**src/rtl/dilithium_adapter_pkg.sv**
```systemverilog
// Shared types, opcodes and output-length table for the Dilithium stream adapter.
package dilithium_adapter_pkg;

  typedef enum logic [2:0] {
    StIdle,
    StIssue,
    StRun,
    StDone,
    StErr
  } state_e;

  localparam logic [3:0] OP_KEYGEN = 4'd1;
  localparam logic [3:0] OP_SIGN   = 4'd2;
  localparam logic [3:0] OP_VERIFY = 4'd3;

  localparam logic [1:0] MODE_ILLEGAL = 2'd3;

  // Output length in 32-bit external words, rows L2/L3/L5, columns keygen/sign/verify.
  localparam logic [15:0] OUT_WORDS [3][3] = '{
    '{16'd960,  16'd605,  16'd1},
    '{16'd1488, 16'd824,  16'd1},
    '{16'd1864, 16'd1149, 16'd1}
  };

  function automatic logic [1:0] sec_index(input int unsigned level);
    case (level)
      3:       return 2'd1;
      5:       return 2'd2;
      default: return 2'd0;
    endcase
  endfunction

  function automatic logic [15:0] out_words(input int unsigned level, input logic [1:0] mode);
    if (mode == MODE_ILLEGAL) return 16'd0;
    return OUT_WORDS[sec_index(level)][mode];
  endfunction

  function automatic logic [3:0] op_code(input logic [1:0] mode);
    case (mode)
      2'd0:    return OP_KEYGEN;
      2'd1:    return OP_SIGN;
      2'd2:    return OP_VERIFY;
      default: return 4'd0;
    endcase
  endfunction

endpackage

```
**src/rtl/dilithium_sync_fifo.sv**
```systemverilog
// Synchronous FIFO holding core result words until the unpacker drains them.
module dilithium_sync_fifo #(
  parameter int unsigned WIDTH = 64,
  parameter int unsigned DEPTH = 4
) (
  input  logic             clk,
  input  logic             rst,
  input  logic             flush,
  input  logic             wr_en,
  input  logic [WIDTH-1:0] wr_data,
  input  logic             rd_en,
  output logic [WIDTH-1:0] rd_data,
  output logic             full,
  output logic             empty
);

  localparam int unsigned AW = $clog2(DEPTH);

  // Extra MSB on each pointer distinguishes full from empty.
  logic [AW:0]      wr_ptr_q, rd_ptr_q;
  logic [WIDTH-1:0] mem_q [DEPTH];
  logic             do_wr, do_rd;

  assign empty   = (wr_ptr_q == rd_ptr_q);
  assign full    = (wr_ptr_q[AW] != rd_ptr_q[AW]) && (wr_ptr_q[AW-1:0] == rd_ptr_q[AW-1:0]);
  assign do_wr   = wr_en && !full;
  assign do_rd   = rd_en && !empty;
  assign rd_data = mem_q[rd_ptr_q[AW-1:0]];

  // Pointer update; flush empties the buffer in one cycle.
  always_ff @(posedge clk or posedge rst) begin
    if (rst) begin
      wr_ptr_q <= '0;
      rd_ptr_q <= '0;
    end else if (flush) begin
      wr_ptr_q <= '0;
      rd_ptr_q <= '0;
    end else begin
      if (do_wr) wr_ptr_q <= wr_ptr_q + 1'b1;
      if (do_rd) rd_ptr_q <= rd_ptr_q + 1'b1;
    end
  end

  // Storage array, no reset needed since reads are gated by empty.
  always_ff @(posedge clk) begin
    if (do_wr && !flush) mem_q[wr_ptr_q[AW-1:0]] <= wr_data;
  end

endmodule

```
**src/rtl/dilithium_stream_adapter.sv**
```systemverilog
// Bridges a narrow external stream to a wide Dilithium core: opcode issue,
// input lane packing, buffered result unpacking and output length tracking.
module dilithium_stream_adapter
  import dilithium_adapter_pkg::*;
#(
  parameter int unsigned SEC_LEVEL  = 2,
  parameter int unsigned EXT_W      = 32,
  parameter int unsigned CORE_W     = 64,
  parameter int unsigned FIFO_DEPTH = 4
) (
  input  logic              clk,
  input  logic              rst,
  input  logic              start,
  input  logic [1:0]        mode,
  input  logic              valid_i,
  output logic              ready_i,
  input  logic [EXT_W-1:0]  data_i,
  output logic              valid_o,
  input  logic              ready_o,
  output logic [EXT_W-1:0]  data_o,
  output logic              done_o,
  output logic              err_o,
  output logic [3:0]        core_op_o,
  output logic              core_op_valid_o,
  input  logic              core_op_ready_i,
  output logic [CORE_W-1:0] core_in_data_o,
  output logic              core_in_valid_o,
  input  logic              core_in_ready_i,
  input  logic [CORE_W-1:0] core_out_data_i,
  input  logic              core_out_valid_i,
  output logic              core_out_ready_o
);

  localparam int unsigned RATIO = CORE_W / EXT_W;
  localparam int unsigned LW    = (RATIO > 1) ? $clog2(RATIO) : 1;
  localparam int unsigned CW    = $clog2(RATIO + 1);
  localparam logic [CW-1:0] FILL_FULL = CW'(RATIO);
  localparam logic [LW-1:0] LANE_LAST = LW'(RATIO - 1);

  state_e            state_q;
  logic [1:0]        mode_q;
  logic [3:0]        core_op_q;
  logic              core_op_valid_q, done_q, err_q;
  logic [15:0]       out_cnt_q;
  logic [LW-1:0]     out_lane_q;
  logic [CW-1:0]     fill_q;
  logic [CORE_W-1:0] pack_q;

  logic              run, start_ok, clear;
  logic              pack_full, pack_accept, in_hs, out_hs, last_word;
  logic [CW-1:0]     in_lane;
  logic [15:0]       target;
  logic              fifo_push, fifo_pop, fifo_full, fifo_empty;
  logic [CORE_W-1:0] fifo_rdata;

  assign run         = (state_q == StRun);
  assign start_ok    = (state_q == StIdle) && start && (mode != MODE_ILLEGAL);
  assign clear       = start_ok || (state_q == StDone) || (state_q == StErr);
  assign pack_full   = (fill_q == FILL_FULL);
  assign pack_accept = core_in_valid_o && core_in_ready_i;
  assign in_hs       = valid_i && ready_i;
  // A lane arriving while the full word leaves restarts the packer at lane 0.
  assign in_lane     = pack_accept ? '0 : fill_q;

  assign ready_i          = run && !(pack_full && !core_in_ready_i);
  assign core_in_valid_o  = run && pack_full;
  assign core_in_data_o   = pack_q;
  assign core_out_ready_o = run && !fifo_full;
  assign fifo_push        = core_out_valid_i && core_out_ready_o;

  assign valid_o   = run && !fifo_empty;
  assign out_hs    = valid_o && ready_o;
  assign target    = out_words(SEC_LEVEL, mode_q);
  assign last_word = out_hs && ((out_cnt_q + 16'd1) == target);
  // The final word of an operation drops whatever lanes remain in the head.
  assign fifo_pop  = out_hs && ((out_lane_q == LANE_LAST) || last_word);

  assign core_op_o       = core_op_q;
  assign core_op_valid_o = core_op_valid_q;
  assign done_o          = done_q;
  assign err_o           = err_q;

  // Select the current lane of the FIFO head; zero when nothing is presented.
  always_comb begin
    data_o = '0;
    for (int k = 0; k < RATIO; k++) begin
      if (valid_o && (out_lane_q == LW'(k))) data_o = fifo_rdata[k*EXT_W +: EXT_W];
    end
  end

  // Control FSM with registered opcode and status pulses.
  always_ff @(posedge clk or posedge rst) begin
    if (rst) begin
      state_q         <= StIdle;
      mode_q          <= 2'd0;
      core_op_q       <= 4'd0;
      core_op_valid_q <= 1'b0;
      done_q          <= 1'b0;
      err_q           <= 1'b0;
    end else begin
      done_q <= 1'b0;
      err_q  <= 1'b0;
      unique case (state_q)
        StIdle: begin
          if (start) begin
            if (mode == MODE_ILLEGAL) begin
              state_q <= StErr;
              err_q   <= 1'b1;
            end else begin
              mode_q          <= mode;
              core_op_q       <= op_code(mode);
              core_op_valid_q <= 1'b1;
              state_q         <= StIssue;
            end
          end
        end
        StIssue: begin
          if (core_op_ready_i) begin
            core_op_q       <= 4'd0;
            core_op_valid_q <= 1'b0;
            state_q         <= StRun;
          end
        end
        StRun: begin
          if (last_word) begin
            state_q <= StDone;
            done_q  <= 1'b1;
          end
        end
        StDone:  state_q <= StIdle;
        StErr:   state_q <= StIdle;
        default: state_q <= StIdle;
      endcase
    end
  end

  // Packer fill state, unpacker lane pointer and output word counter.
  always_ff @(posedge clk or posedge rst) begin
    if (rst) begin
      out_cnt_q  <= '0;
      out_lane_q <= '0;
      fill_q     <= '0;
      pack_q     <= '0;
    end else if (clear) begin
      out_cnt_q  <= '0;
      out_lane_q <= '0;
      fill_q     <= '0;
      pack_q     <= '0;
    end else begin
      if (out_hs) begin
        out_cnt_q  <= out_cnt_q + 16'd1;
        out_lane_q <= fifo_pop ? '0 : out_lane_q + 1'b1;
      end
      if (pack_accept) fill_q <= in_hs ? CW'(1) : '0;
      else if (in_hs)  fill_q <= fill_q + CW'(1);
      if (in_hs) begin
        for (int k = 0; k < RATIO; k++) begin
          if (in_lane == CW'(k)) pack_q[k*EXT_W +: EXT_W] <= data_i;
        end
      end
    end
  end

  dilithium_sync_fifo #(
    .WIDTH (CORE_W),
    .DEPTH (FIFO_DEPTH)
  ) u_fifo (
    .clk     (clk),
    .rst     (rst),
    .flush   (clear),
    .wr_en   (fifo_push),
    .wr_data (core_out_data_i),
    .rd_en   (fifo_pop),
    .rd_data (fifo_rdata),
    .full    (fifo_full),
    .empty   (fifo_empty)
  );

endmodule

```
**config.mk**
```make
export PLATFORM = sky130hd
export DESIGN_NAME = dilithium_stream_adapter
export DESIGN_NICKNAME = d
export VERILOG_FILES = /design/src/rtl/dilithium_adapter_pkg.sv /design/src/rtl/dilithium_sync_fifo.sv /design/src/rtl/dilithium_stream_adapter.sv
export SDC_FILE = /design/constraint.sdc
export NUM_CORES = 1
export LEC_CHECK = 0
export BUFFER_PORTS_ARGS = -buffer_cell sky130_fd_sc_hd__buf_4
export CORE_ASPECT_RATIO = 1.4
export CORE_MARGIN = 5
export CORE_UTILIZATION = 57
export DETAILED_ROUTE_END_ITERATION = 7
export GPL_TIMING_DRIVEN = 0
export PLACE_DENSITY_LB_ADDON = 0.25
export SLEW_MARGIN = 20
export SYNTH_ARGS = -nofsm -noshare
export SYNTH_HDL_FRONTEND = slang
export SYNTH_SLANG_ARGS = --single-unit
```
**constraint.sdc**
```tcl
create_clock -name clk -period 4.1 [get_ports clk]
set_input_delay 0.615 -clock clk [delete_from_list [all_inputs] [get_ports clk]]
set_output_delay 0.615 -clock clk [all_outputs]
set_load 0.01 [all_outputs]
```
==> out/qor.yml <==
setup_path:
  worstSetupStartpointType: "flip-flop"
  slowest_stage: "buf_1"
  cp.required_ns: 3.48
  endpoint_kind: "primary output"
  arrival_ns: 3.15
  crit_fanout: 10
  crit_type: "reg2out"
  slowest_delay_ns: 0.58
  path_cells: "clkbuf_1 > buf_1 > buf_2 > mux4_2 > mux2i_1 > nor2_1 > buf_4"
power_and_ir_drop:
  p_leak_nw: 6.68
  finalPower_w: 0.00958
  ir_drop_mv: 0.489
  p_per_area_nw_per_um2: 535
yosys:
  ys_ff_latch: 355
  synth_area_um2: 14600
  ys.flop_type: "edfxtp_1"
  synth.avg_cell_area_um2: 15.0
  ys_async_sr_fraction_pct: 27.9
  syn_inst: 973
  synth_warnings: 0
  synth_edf_count: 256
  yosysSeqAreaShare_pct: 69.7
  synth_cell_type_count: 52
clock_tree:
  cts_buffer_depth: 3
  cts_max_level: 2
  clockRootBuffer: "clkbuf_16"
  cts.sinks: 355
  cts_inserted_buffers: 35
  clkLatencyLatePin_ns: 0.52
  clk_pin_slew_ns: 0.06
  cts_tree: "built"
  cts_resized: 0
  hold_buffers: 0
  postCtsSetupBuffers: 0
global_route:
  grt_usage_pct: 22.5
  grt_antenna_before_repair: 3
  grt_max_degree: 78
  grt_pass1_wl_mm: 51.6
  overflow: 0
  grt_pass1_vias: 9421
routing:
  avgViaCountPerCell: 5.74
  final_antenna_net_count: 0
  met1_length_mm: 12.2
  top_layer: "met5"
  drt_iter0_drc: 638
  drt-total-wl_mm: 32.6
  wl_met3_mm: 2.16
  wl_met2_mm: 17.2
  post_drt_wl_per_cell_um: 20.7
  drtPass1Iterations: 5
  drc: 0
  dr_total_vias: 9030
sta:
  worstMarginPinSlew_ns: 0.928
  finalCritPeriodShare_pct: 92.0
  skew_ns: 0.0159
  setup_viol: 0
  period_minus_slack_ns: 3.77
  max_freq_mhz: 265
  slew_headroom_pct: 38.1
  hold_viol_final: 0
  whs_ns: 0.0508
  rsz0062_at_grt: "no"
  slew_viol_final: 0
final_layout:
  synthToLayoutAreaGrowth_pct: 22.7
  fillerInstances: 1710
  drive_gt1_share_pct: 28.9
  fin_nets: 1346
  final-instance-count-excl-fill: 1573
floorplan:
  core_um2: 25300
  fp.dieW_um: 145
  die_h_um: 199
  initial_core_util_pct: 57.6
  pin_count: 213
  fp.dieArea_um2: 28900
  fp-row-count: 69
run:
  cap_violations: 0
placed_design:
  gp_congestion: 0.824
  place_inst: 1508
  io_buffers: 210
  hpwl_mm: 21.9
worst_hold_path:
  hold_class: "in2async"
run_status:
  run_status: "completed"
-- critical path, delay by kind of cell, from the launching register on --
family / cells / cell delay [ns]
buffers and inverters: 4 / 1.47
muxes: 2 / 0.73
DFF: 1 / 0.35
and+or+nand+nor: 1 / 0.10
-- final timing paths --
check	slack, ns	end	cells after the start	start
min	0.05	core_in_data_o[44]$_DFFE_PP0P_	2	rst
max in group asynchronous	3.41	core_in_data_o[33]$_DFFE_PP0P_	3	rst
min in group clk	0.30	u_fifo.mem_q[0][19]$_DFFE_PP_	1	core_out_data_i[19]
max reg2reg	1.30	u_fifo.rd_ptr_q[2]$_DFFE_PP0P_	9	out_cnt_q[1]$_DFFE_PP0P_
max	0.33	data_o[18]	7	u_fifo.rd_ptr_q[0]$_DFFE_PP0P_
min reg2reg	0.50	core_op_valid_o$_DFFE_PP0P_	1	core_op_valid_o$_DFFE_PP0P_
-- registers in the layout, summed over array words and instances, names as in the netlist --
signal / cells
core_op_o: 2
done_o: 1
u_fifo.mem_q: 256
state_q: 3
u_fifo.wr_ptr_q: 3
fill_q: 2
err_o: 1
out_lane_q: 1
mode_q: 2
out_cnt_q: 16
core_in_data_o: 64
core_op_valid_o: 1
u_fifo.rd_ptr_q: 3
-- metrics by stage --
step | cell area (µm²) | util [%] | TNS [ns] | worst slack (ns)
6_report | 17900 | 70.7 | 0 | 0.330
5_1_grt | 17900 | 70.7 | 0 | 0.0618
4_1_cts | 17900 | 70.7 | 0 | 0.234
3_5_place_dp | 16700 | 66.1 | 0 | 0.778
3_3_place_gp | 16600 | 65.5 | -140.93 | -0.464
2_1_floorplan | 14600 | - | 0 | 0.870
-- cell families (layout without fill, tap and decap cells) --
logic type / count (synthesis) / in the layout / share of synthesized area, %
compound gates: 143 / 143 / 5.69
xor+xnor: 7 / 7 / 0.421
fa+ha+maj: 14 / 14 / 1.20
buf+inv: 77 / 355 / 2.21
flops: 355 / 355 / 69.7
mux: 101 / 101 / 12.4
other cells: 1 / 4 / 0.0257
simple gates: 275 / 275 / 8.31
-- power by group --
| part | leakage [nW] | internal, W | total, W | switching, W |
|---|---|---|---|---|
| clock network | 0.560 | 0.00189 | 0.00318 | 0.00129 |
| registers | 3.67 | 0.00422 | 0.00439 | 0.000173 |
| logic | 2.45 | 0.000854 | 0.00201 | 0.00115 |
| total | 6.68 | 0.00696 | 0.00958 | 0.00262 |
-- cell type report --
class                      count  area, µm²  area share, %
antenna                        2       5.00         0.0280
buffer                        60        258           1.44
multi-input combinational    542       4120           23.0
clock buffer                  52       1030           5.78
inverter                      17       68.8          0.385
timing repair buffer         215       1710           9.58
clock inverter                11        126          0.706
sequential                   355      10200           56.8
tap                          319        399           2.23
-- layer usage --
layer	track usage [%]	vias to the layer above
li1	-	4154
met1	27.9	4505
met2	39.2	303
met3	5.15	66
met4	7.95	2
met5	0	-
-- cell usage after synthesis (11+ instances only) --
library cell | n | area share [%]
nand3_1 | 11 | 0.38
a21oi_1 | 79 | 2.7
mux2i_1 | 36 | 2.5
and3_1 | 11 | 0.47
edfxtp_1 | 256 | 53
buf_2 | 14 | 0.48
dfrtp_1 | 99 | 17
o21ai_0 | 28 | 0.96
inv_1 | 17 | 0.44
nand2_1 | 162 | 4.2
nor2_1 | 53 | 1.4
mux4_2 | 64 | 9.9
clkbuf_1 | 36 | 0.93
ha_1 | 14 | 1.2
-- placed cells by master, fill, tap and decap left out, types with 10 or more instances in the layout --
master	n
edfxtp_1	256
buf_4	214
nand2_1	162
dfrtp_1	99
a21oi_1	79
mux4_2	64
nor2_1	53
clkbuf_1	47
clkbuf_16	38
mux2i_1	36
o21ai_0	28
inv_1	16
buf_2	14
ha_1	14
nand3_1	11
nor3_1	10
(Power assumes the default switching activity.)
